<file path="config.mk">
export PLATFORM = sky130hd
export DESIGN_NAME = fft_frame_sequencer
export DESIGN_NICKNAME = d
export VERILOG_FILES = /design/src/rtl/fft_seq_pkg.sv /design/src/rtl/gpio_cfg_decoder.sv /design/src/rtl/fft_frame_sequencer.sv
export SDC_FILE = /design/constraint.sdc
export NUM_CORES = 1
export LEC_CHECK = 0
export CAP_MARGIN = 10
export CORE_ASPECT_RATIO = 1.2
export CORE_MARGIN = 4
export CORE_UTILIZATION = 29
export CTS_CLUSTER_SIZE = 8
export DETAILED_ROUTE_END_ITERATION = 16
export PLACE_DENSITY = 0.54
export SLEW_MARGIN = 10
export SYNTH_ARGS = -nofsm -noshare
export SYNTH_HDL_FRONTEND = slang
export SYNTH_SLANG_ARGS = --single-unit
</file>
<file path="constraint.sdc">
create_clock -name aclk -period 2.8 [get_ports aclk]
set_input_delay 0.42 -clock aclk [delete_from_list [all_inputs] [get_ports aclk]]
set_output_delay 0.42 -clock aclk [all_outputs]
set_load 0.1 [all_outputs]
</file>
<file path="src/rtl/fft_seq_pkg.sv">
// Shared types and constants for the FFT frame sequencer: FSM states,
// GPIO control-word layout and the FFT configuration word format.
package fft_seq_pkg;

  typedef enum logic [1:0] {
    ST_IDLE   = 2'd0,
    ST_CONFIG = 2'd1,
    ST_STREAM = 2'd2,
    ST_SKIP   = 2'd3
  } seq_state_e;

  localparam int GPIO_ENABLE_BIT = 0;
  localparam int GPIO_AVG_LSB    = 1;
  localparam int GPIO_THR_LSB    = 6;
  localparam int GPIO_FIELD_W    = 5;
  localparam int GPIO_USED_W     = 11;

  typedef struct packed {
    logic                    enable;
    logic [GPIO_FIELD_W-1:0] log_avg;
    logic [GPIO_FIELD_W-1:0] log_thr;
  } gpio_fields_t;

  // Scaling schedule in [15:1], bit 0 selects the forward transform.
  function automatic logic [15:0] cfg_word(input logic [14:0] scale_sch);
    return {scale_sch, 1'b1};
  endfunction

endpackage

</file>
<file path="src/rtl/gpio_cfg_decoder.sv">
// Registers the GPIO control word once and splits it into enable,
// averaging count and a clamped throttle exponent.
module gpio_cfg_decoder
  import fft_seq_pkg::*;
#(
  parameter int MAX_LOG_THROTTLE = 10
) (
  input  logic         clk,
  input  logic         rst_n,
  input  logic [31:0]  gpio,
  output gpio_fields_t fields
);

  logic [GPIO_USED_W-1:0]  gpio_d, gpio_q;
  logic [GPIO_FIELD_W-1:0] thr_raw;
  logic                    unused_gpio_hi;

  assign unused_gpio_hi = ^gpio[31:GPIO_USED_W];
  assign gpio_d         = gpio[GPIO_USED_W-1:0];

  // NOTE: sequential state uses non-blocking assignments so every flop samples pre-edge values.
  always_ff @(posedge clk or negedge rst_n) begin
    if (!rst_n) gpio_q <= '0;
    else        gpio_q <= gpio_d;
  end

  always_comb begin
    thr_raw        = gpio_q[GPIO_THR_LSB +: GPIO_FIELD_W];
    fields.enable  = gpio_q[GPIO_ENABLE_BIT];
    fields.log_avg = gpio_q[GPIO_AVG_LSB +: GPIO_FIELD_W];
    fields.log_thr = (thr_raw > GPIO_FIELD_W'(MAX_LOG_THROTTLE))
                   ? GPIO_FIELD_W'(MAX_LOG_THROTTLE) : thr_raw;
  end

endmodule

</file>
<file path="src/rtl/fft_frame_sequencer.sv">
// Frames the filter stream for the FFT core: programs the core, inserts tlast
// every 2^LOG_N samples and throttles by discarding whole frames.
module fft_frame_sequencer
  import fft_seq_pkg::*;
#(
  parameter int          AXIS_TDATA_WIDTH = 16,
  parameter int          LOG_N            = 8,
  parameter int          CFG_TDATA_WIDTH  = 16,
  parameter logic [14:0] SCALE_SCH        = 15'h2AB,
  parameter int          MAX_LOG_THROTTLE = 10
) (
  input  logic                        aclk,
  input  logic                        aresetn,
  input  logic [31:0]                 GPIO,
  input  logic [AXIS_TDATA_WIDTH-1:0] S_AXIS_filter_tdata,
  input  logic                        S_AXIS_filter_tvalid,
  output logic                        S_AXIS_filter_tready,
  output logic [AXIS_TDATA_WIDTH-1:0] M_AXIS_fft_tdata,
  output logic                        M_AXIS_fft_tvalid,
  input  logic                        M_AXIS_fft_tready,
  output logic                        M_AXIS_fft_tlast,
  output logic [CFG_TDATA_WIDTH-1:0]  M_AXIS_cfg_tdata,
  output logic                        M_AXIS_cfg_tvalid,
  input  logic                        M_AXIS_cfg_tready,
  output logic [GPIO_FIELD_W-1:0]     avg_log_count,
  output logic                        frame_start
);

  localparam int                         SKIP_W      = LOG_N + MAX_LOG_THROTTLE;
  localparam logic [LOG_N-1:0]           LAST_SAMPLE = '1;
  localparam logic [CFG_TDATA_WIDTH-1:0] CFG_WORD    = CFG_TDATA_WIDTH'(cfg_word(SCALE_SCH));

  gpio_fields_t fields;

  seq_state_e              state_d, state_q;
  logic [LOG_N-1:0]        sample_cnt_d, sample_cnt_q;
  logic [SKIP_W-1:0]       skip_cnt_d, skip_cnt_q;
  logic [GPIO_FIELD_W-1:0] log_avg_d, log_avg_q;
  logic [GPIO_FIELD_W-1:0] log_thr_d, log_thr_q;
  logic                    rst_done_d, rst_done_q;
  logic [SKIP_W-1:0]       skip_frames, skip_last;
  logic                    last_beat, frame_done, allow_skip;

  gpio_cfg_decoder #(
    .MAX_LOG_THROTTLE(MAX_LOG_THROTTLE)
  ) u_decoder (
    .clk    (aclk),
    .rst_n  (aresetn),
    .gpio   (GPIO),
    .fields (fields)
  );

  assign avg_log_count = log_avg_q;
  assign rst_done_d    = 1'b1;

  // Skipped span is (2^thr - 1) whole frames, counted in samples.
  always_comb begin
    skip_frames = (SKIP_W'(1) << log_thr_q) - SKIP_W'(1);
    skip_last   = (skip_frames << LOG_N) - SKIP_W'(1);
  end

  // NOTE: every signal written here gets a default first, so no path can infer a latch.
  always_comb begin
    state_d              = state_q;
    sample_cnt_d         = sample_cnt_q;
    skip_cnt_d           = skip_cnt_q;
    log_avg_d            = log_avg_q;
    log_thr_d            = log_thr_q;
    last_beat            = 1'b0;
    frame_done           = 1'b0;
    allow_skip           = 1'b0;
    S_AXIS_filter_tready = 1'b0;
    M_AXIS_fft_tdata     = '0;
    M_AXIS_fft_tvalid    = 1'b0;
    M_AXIS_fft_tlast     = 1'b0;
    M_AXIS_cfg_tdata     = '0;
    M_AXIS_cfg_tvalid    = 1'b0;
    frame_start          = 1'b0;

    unique case (state_q)
      ST_IDLE: begin
        S_AXIS_filter_tready = rst_done_q;
        sample_cnt_d         = '0;
        skip_cnt_d           = '0;
        if (fields.enable) begin
          log_avg_d = fields.log_avg;
          log_thr_d = fields.log_thr;
          state_d   = ST_CONFIG;
        end
      end
      ST_CONFIG: begin
        M_AXIS_cfg_tvalid = 1'b1;
        M_AXIS_cfg_tdata  = CFG_WORD;
        if (M_AXIS_cfg_tready) state_d = ST_STREAM;
      end
      ST_STREAM: begin
        last_beat            = (sample_cnt_q == LAST_SAMPLE);
        M_AXIS_fft_tvalid    = S_AXIS_filter_tvalid;
        M_AXIS_fft_tdata     = S_AXIS_filter_tdata;
        M_AXIS_fft_tlast     = last_beat;
        S_AXIS_filter_tready = M_AXIS_fft_tready;
        if (S_AXIS_filter_tvalid && M_AXIS_fft_tready) begin
          sample_cnt_d = sample_cnt_q + LOG_N'(1);
          frame_start  = (sample_cnt_q == '0);
          frame_done   = last_beat;
          allow_skip   = last_beat;
        end
      end
      ST_SKIP: begin
        S_AXIS_filter_tready = 1'b1;
        if (!fields.enable) begin
          state_d    = ST_IDLE;
          skip_cnt_d = '0;
        end else if (S_AXIS_filter_tvalid) begin
          if (skip_cnt_q == skip_last) begin
            skip_cnt_d = '0;
            frame_done = 1'b1;
          end else begin
            skip_cnt_d = skip_cnt_q + SKIP_W'(1);
          end
        end
      end
      default: state_d = ST_IDLE;
    endcase

    // The config word depends only on parameters, so a relatch never needs a new cfg beat.
    if (frame_done) begin
      if (!fields.enable) begin
        state_d = ST_IDLE;
      end else begin
        log_avg_d = fields.log_avg;
        log_thr_d = fields.log_thr;
        state_d   = (allow_skip && (fields.log_thr != '0)) ? ST_SKIP : ST_STREAM;
      end
    end
  end

  always_ff @(posedge aclk or negedge aresetn) begin
    if (!aresetn) begin
      state_q      <= ST_IDLE;
      sample_cnt_q <= '0;
      skip_cnt_q   <= '0;
      log_avg_q    <= '0;
      log_thr_q    <= '0;
      rst_done_q   <= 1'b0;
    end else begin
      state_q      <= state_d;
      sample_cnt_q <= sample_cnt_d;
      skip_cnt_q   <= skip_cnt_d;
      log_avg_q    <= log_avg_d;
      log_thr_q    <= log_thr_d;
      rst_done_q   <= rst_done_d;
    end
  end

endmodule

</file>
After elaboration in Yosys (flattened, before gate mapping)

Cells that the tools add are included.

Bits in registers: 50
Logic and storage cells: 70

Reductions and logical operators: 11
Multiplexer cells: 36
Add/subtract/negate cells: 4
Magnitude comparators: 1
Shifts and indexed selects: 1
Equal/unequal tests: 10

Operator list:

| kind                                               | number |
|---|---|
| 2-to-1 mux 18 bit                                  | 3 |
| 2-to-1 mux 5 bit                                   | 9 |
| one-hot mux 18 bit (2 select lines)                | 1 |
| adder 18 x 1 -> 18 bit, second input constant      | 1 |
| == test 18 bit                                     | 1 |
| subtractor 18 x 1 -> 18 bit, second input constant | 1 |
| 2-to-1 mux 16 bit                                  | 1 |
| one-hot mux 8 bit (2 select lines)                 | 1 |
| 2-to-1 mux 1 bit                                   | 11 |
| 2-to-1 mux 11 bit                                  | 1 |
| 2-to-1 mux 2 bit                                   | 5 |
| left shift 1 x 5 -> 10 bit, first input constant   | 1 |
| subtractor 10 x 2 -> 10 bit, second input constant | 1 |
| != test 3 bit, second input constant               | 3 |
| adder 8 x 1 -> 8 bit, second input constant        | 1 |
| == test 8 bit, second input constant               | 1 |
| zero test 8 bit                                    | 1 |
| 2-to-1 mux 8 bit                                   | 1 |
| one-hot mux 2 bit (3 select lines)                 | 1 |
| > comparator 5 x 4 -> 1 bit, second input constant | 1 |
| nonzero test 5 bit                                 | 1 |
| == test 2 bit, second input constant               | 2 |
| AND reduction 2 bit                                | 2 |
| AND reduction 4 bit                                | 1 |
| other kinds (9)                                    | 11 |

Longest topological paths before layout

Word-level depth: 10
Gate-level depth with buffers: 16
Depth with buffers taken out: 12

Modules after synthesis

Synthesis repeated with hierarchy kept, for this count alone.

Cell total of the unflattened synthesis: 335
Area total of the unflattened synthesis: 3101.7 um^2

By module, submodules not included:

| module              | cells an instance | times used | area an instance (um^2) | sequential area each (um^2) |
|---|---|---|---|---|
| fft_frame_sequencer | 310               | 1          | 2727.6                  | 975.9 |
| gpio_cfg_decoder    | 25                | 1          | 374.1                   | 275.3 |

Worst setup path before layout

OpenSTA, ideal clock, no wires.

Path type: flip-flop to output port
From: register state_q[0]
To: output frame_start
Arrival time: 3.901 ns
Setup slack: -1.521 ns
Cell stages (with the launch flop): 7
Data required time: 2.380 ns
Cells stage by stage: dfrtp_1 -> inv_1 -> ha_1 -> and3_1 -> clkbuf_1 -> nand2_1 -> nor4_1

Cells in the longest elaborated chain, start to end: 2

Ends and longest elaborated chain:

| item                   | line                       | text |
|---|---|---|
| from (decl)            | fft_frame_sequencer.sv:35  | `seq_state_e state_d, state_q;` |
| from (signal assigned) | fft_frame_sequencer.sv:147 | `state_q <= state_d;` |
| == test 2 bit          | fft_frame_sequencer.sv:80  | `unique case (state_q)` |
| 2-to-1 mux 1 bit       | fft_frame_sequencer.sv:80  |  |
| to (decl)              | fft_frame_sequencer.sv:26  | `output logic frame_start` |

Every way passes these cells.

==> impl_results.html <==
<table>
<tr><th>Metric</th><th>Value</th></tr>
<tr><th colspan="2">Clock network</th></tr>
<tr><td>CTS Root Cell</td><td>sky130_fd_sc_hd__clkbuf_16</td></tr>
<tr><td>Clock-pin slew on the worst setup and hold paths</td><td>70 ps</td></tr>
<tr><td>Post-cts hold buffer count</td><td>0</td></tr>
<tr><td>Number of buffers inserted during clock tree synthesis</td><td>5</td></tr>
<tr><td>Deepest level of the CTS H-tree</td><td>2</td></tr>
<tr><td>Number of sinks handled by clock tree synthesis</td><td>50</td></tr>
<tr><td>TritonCTS clock tree</td><td>yes</td></tr>
<tr><td>Maximum buffer depth of the clock tree</td><td>2</td></tr>
<tr><td>Insertion delay of the later-clocked pin in the worst-skew pair</td><td>290 ps</td></tr>
<tr><th colspan="2">Place</th></tr>
<tr><td>Placed wire-length estimate</td><td>6133 um</td></tr>
<tr><td>Number of input and output port buffers inserted</td><td>64</td></tr>
<tr><td>Final RePlAce weighted congestion</td><td>0.7662</td></tr>
<tr><td>Placed Cells</td><td>547</td></tr>
<tr><th colspan="2">Route</th></tr>
<tr><td>Total routed wirelength</td><td>8410 um</td></tr>
<tr><td>Number of DRC markers in iteration 0</td><td>119</td></tr>
<tr><td>Routed via count divided by cell count</td><td>5.038</td></tr>
<tr><td>Count of nets left with antenna violations after detail routing</td><td>0</td></tr>
<tr><td>Total DRC errors in the routed layout</td><td>0</td></tr>
<tr><td>DR pass1 iterations</td><td>4</td></tr>
<tr><td>Total number of vias</td><td>2811</td></tr>
<tr><td>Mean routed wirelength per cell</td><td>15.07 um</td></tr>
<tr><th colspan="2">Critical path</th></tr>
<tr><td>Endpoint required time on the critical path</td><td>2980 ps</td></tr>
<tr><td>Critical path start-end classification</td><td>reg -&gt; reg</td></tr>
<tr><td>Chain of cells forming the critical path</td><td>nor3_4 &gt; nand3b_1 &gt; ha_4 &gt; or4_4 &gt; a21oi_4 &gt; a311oi_2 &gt; xnor2_2 &gt; a2111oi_4 &gt; nand4b_1 &gt; buf_6 &gt; nand2_8 &gt; mux2_4</td></tr>
<tr><td>Top fanout value on the critical path</td><td>6</td></tr>
<tr><td>Endpoint class of the critical path</td><td>flop</td></tr>
<tr><td>Max incr delay on CP</td><td>440 ps</td></tr>
<tr><td>Slowest cell on the critical path</td><td>sky130_fd_sc_hd__dfrtp_2</td></tr>
<tr><td>CP delay by family, top</td><td>simple AND/OR/NAND/NOR gates</td></tr>
<tr><td>Buffers and inverters on the worst path</td><td>1</td></tr>
<tr><td>CP startpoint kind</td><td>flop</td></tr>
<tr><td>Arrival time at the worst endpoint</td><td>3210 ps</td></tr>
<tr><th colspan="2">Floorplan</th></tr>
<tr><td>Area of the core region</td><td>10620 sq um</td></tr>
<tr><td>Row count</td><td>41</td></tr>
<tr><td>Initial core utilization</td><td>30.00%</td></tr>
<tr><td>Horiz. Die Dim</td><td>103.7 um</td></tr>
<tr><td>Ports placed on the boundary</td><td>95</td></tr>
<tr><td>Floorplan die height</td><td>122.8 um</td></tr>
<tr><td>Area of the die</td><td>12730 sq um</td></tr>
<tr><th colspan="2">Timing</th></tr>
<tr><td>Worst-case clock skew</td><td>3.686 ps</td></tr>
<tr><td>Worst hold margin</td><td>87.88 ps</td></tr>
<tr><td>Tcrit/Tclk final</td><td>108.1%</td></tr>
<tr><td>Setup violators final</td><td>28</td></tr>
<tr><td>Achievable frequency</td><td>330.3 MHz</td></tr>
<tr><td>Final setup margin</td><td>-227.4 ps</td></tr>
<tr><td>Slew at the pin closest to its max-slew limit</td><td>717.3 ps</td></tr>
<tr><td>Setup repair after global routing missed its margin</td><td>true</td></tr>
<tr><td>Total negative slack</td><td>-3887 ps</td></tr>
<tr><td>Worst relative slew slack</td><td>51.86%</td></tr>
<tr><td>Post-route minimum period</td><td>3027 ps</td></tr>
<tr><td>Max-slew violations</td><td>0</td></tr>
<tr><td>Final count of hold timing violations</td><td>0</td></tr>
<tr><th colspan="2">Pwr</th></tr>
<tr><td>VDD IR max</td><td>271.5 uV</td></tr>
<tr><td>Power Density</td><td>425.1 nW/um^2</td></tr>
<tr><td>Pleak</td><td>1.871 nW</td></tr>
<tr><th colspan="2">Global route</th></tr>
<tr><td>Global routing usage summed across all routing layers</td><td>13.45%</td></tr>
<tr><td>Pin count of the biggest net entering global routing</td><td>31</td></tr>
<tr><td>Number of antenna violations at the first check in global routing</td><td>0</td></tr>
<tr><td>Number of global-route vias before repair</td><td>2837</td></tr>
<tr><td>Final global-route overflow total</td><td>0</td></tr>
<tr><td>Wire length of the first global-routing pass</td><td>14230 um</td></tr>
<tr><th colspan="2">Yosys</th></tr>
<tr><td>Synthesized cell area</td><td>3186 sq um</td></tr>
<tr><td>Number of enable-type register cells in the synthesized netlist</td><td>0</td></tr>
<tr><td>Async S/R FF share, synth</td><td>100.0%</td></tr>
<tr><td>Synthesis-stage register bit count</td><td>50</td></tr>
<tr><td>Distinct cell type count of the synthesized netlist</td><td>61</td></tr>
<tr><td>Largest cells by area after synthesis</td><td>sky130_fd_sc_hd__dfrtp_1 (39%), sky130_fd_sc_hd__a31oi_1 (4.9%), sky130_fd_sc_hd__ha_1 (3.9%)</td></tr>
<tr><td>Mapped Avg Cell Area</td><td>9.128 sq um</td></tr>
<tr><td>Total number of yosys warnings</td><td>0</td></tr>
<tr><td>Top flip-flop cell by instance count after synthesis</td><td>sky130_fd_sc_hd__dfrtp_1</td></tr>
<tr><td>Biggest area consumer among synthesized cells</td><td>sky130_fd_sc_hd__dfrtp_1</td></tr>
<tr><td>Portion of synthesized cell area occupied by the leading cell type</td><td>39.28%</td></tr>
<tr><td>Seq/Total Area, Yosys</td><td>39.28%</td></tr>
<tr><td>Synthesized instance count</td><td>349</td></tr>
<tr><th colspan="2">Layout</th></tr>
<tr><td>Multi-input logic area</td><td>1937 sq um</td></tr>
<tr><td>Storage element area</td><td>1254 sq um</td></tr>
<tr><td>Final non-filler cell total</td><td>558</td></tr>
<tr><td>Area added between synthesis and finish</td><td>39.36%</td></tr>
<tr><td>Number of fill cells</td><td>1041</td></tr>
<tr><td>Total Nets Final</td><td>491</td></tr>
<tr><td>Number of antenna cells inserted</td><td>0</td></tr>
<tr><td>Fraction of layout cells with a size suffix above 1</td><td>28.21%</td></tr>
<tr><th colspan="2">Flow run</th></tr>
<tr><td>Max-Cap Viols</td><td>0</td></tr>
<tr><th colspan="2">Hold path</th></tr>
<tr><td>Hold Path Class</td><td>in -&gt; async</td></tr>
<tr><th colspan="2">Status</th></tr>
<tr><td>Violated checks</td><td>negative setup slack</td></tr>
<tr><td>Run status</td><td>finished, violations left</td></tr>
</table>
cell type report:
| class | count | area share [%] |
|---|---|---|
| clock buffers | 5 | 2.818 |
| clock inverters | 3 | 1.099 |
| inverters | 11 | 0.9301 |
| multi-input cells | 260 | 43.63 |
| flip-flops and latches | 50 | 28.24 |
| well taps | 129 | 3.636 |
| repair buffers | 100 | 19.64 |
cell families (layout without fill, tap and decap cells):
group | after synthesis | count (layout) | synth area share, %
and+or+nand+nor | 140 | 141 | 24.51
AOI/OAI and AO/OA | 74 | 74 | 15.95
DFF | 50 | 50 | 39.28
buffers and inverters | 48 | 119 | 8.327
muxes | 13 | 13 | 4.478
xor gates and xnor gates | 12 | 12 | 3.299
adders and majority gates | 10 | 10 | 3.928
other | 2 | 10 | 0.2358
placed cells by master (no fill, tap or decap), types with 5 or more instances in the layout:
cell and count:
sky130_fd_sc_hd__o21ai_0 9, sky130_fd_sc_hd__nor3_1 6, sky130_fd_sc_hd__clkbuf_16 5, sky130_fd_sc_hd__ha_1 8, sky130_fd_sc_hd__and2_1 18, sky130_fd_sc_hd__conb_1 10
sky130_fd_sc_hd__mux2_4 9, sky130_fd_sc_hd__nand3_1 24, sky130_fd_sc_hd__and3_1 16, sky130_fd_sc_hd__dfrtp_1 48, sky130_fd_sc_hd__o21ai_1 5, sky130_fd_sc_hd__clkdlybuf4s50_1 30
sky130_fd_sc_hd__xor2_1 6, sky130_fd_sc_hd__buf_4 63, sky130_fd_sc_hd__nand2_1 20, sky130_fd_sc_hd__inv_1 11, sky130_fd_sc_hd__a31oi_1 20, sky130_fd_sc_hd__nor2_1 12
sky130_fd_sc_hd__nand3b_1 6
cells in the mapped netlist (all sizes together), types with 5 or more instances:
cell type	count
xor2	7
buf	28
nor3	9
a21oi	5
o21ai	16
a31oi	25
nand3b	6
nor2	16
clkbuf	9
dfrtp	50
nand3	25
mux2	10
xnor2	5
nand2	22
and3	16
and2	19
inv	11
ha	10
metal layers:
metal	vias up	track usage, %	share of wire, %
met5	-	0	0
met4	0	2.993	0.95
met3	4	2.052	3.4
met2	64	24.84	52
met1	1350	16.66	44
li1	1393	-	-
report_power, final:
part | switching, W | leakage, nW | total [W] | internal [W]
Clock | 0.000301 | 0.0819 | 0.000730 | 0.000429
Combinational | 0.000233 | 1.14 | 0.000344 | 0.000111
Sequential | 0.0000515 | 0.646 | 0.000814 | 0.000762
worst reg2reg max path, delay by kind of cell, from the launching register on:
| kind | cells | cell delay [ps] |
|---|---|---|
| muxes | 1 | 310 |
| adders and majority gates | 1 | 240 |
| and+or+nand+nor | 5 | 1140 |
| AOI/OAI and AO/OA | 3 | 450 |
| DFF | 1 | 440 |
| buffers and inverters | 1 | 180 |
| xor gates and xnor gates | 1 | 170 |
final timing paths:
path,to,slack (ps),cells past startpoint
min in group aclk,flop,480,1
max,flop,-230,12
min,sample_cnt_q[3],90,2
min reg2reg,flop,480,1
max in group asynchronous,asynchronous set/reset pin,2330,2
max reg2reg,flop,-230,12
through the flow:
| stage | total power, W | area (sq um) | worst slack, ps | utilization [%] |
|---|---|---|---|---|
| after floorplan | 0.001068 | 3318 | -168.1 | - |
| after global placement | 0.001170 | 4070 | -281.1 | 38.33 |
| after detailed placement | 0.001173 | 4070 | -306.2 | 38.33 |
| after CTS | 0.001907 | 4328 | -235.7 | 40.76 |
| after global routing | 0.001969 | 4439 | -366.7 | 41.81 |
| final | 0.001887 | 4439 | -227.4 | 41.81 |
repair_timing:
action                                  4_1_cts  5_1_grt
buffers inserted                              2        0
endpoints found under the setup margin       29       30
cloned                                        1        0
gates resized for setup                      15       21
pin swaps                                     7        3
No activity file was read; power rests on OpenSTA's default activity.
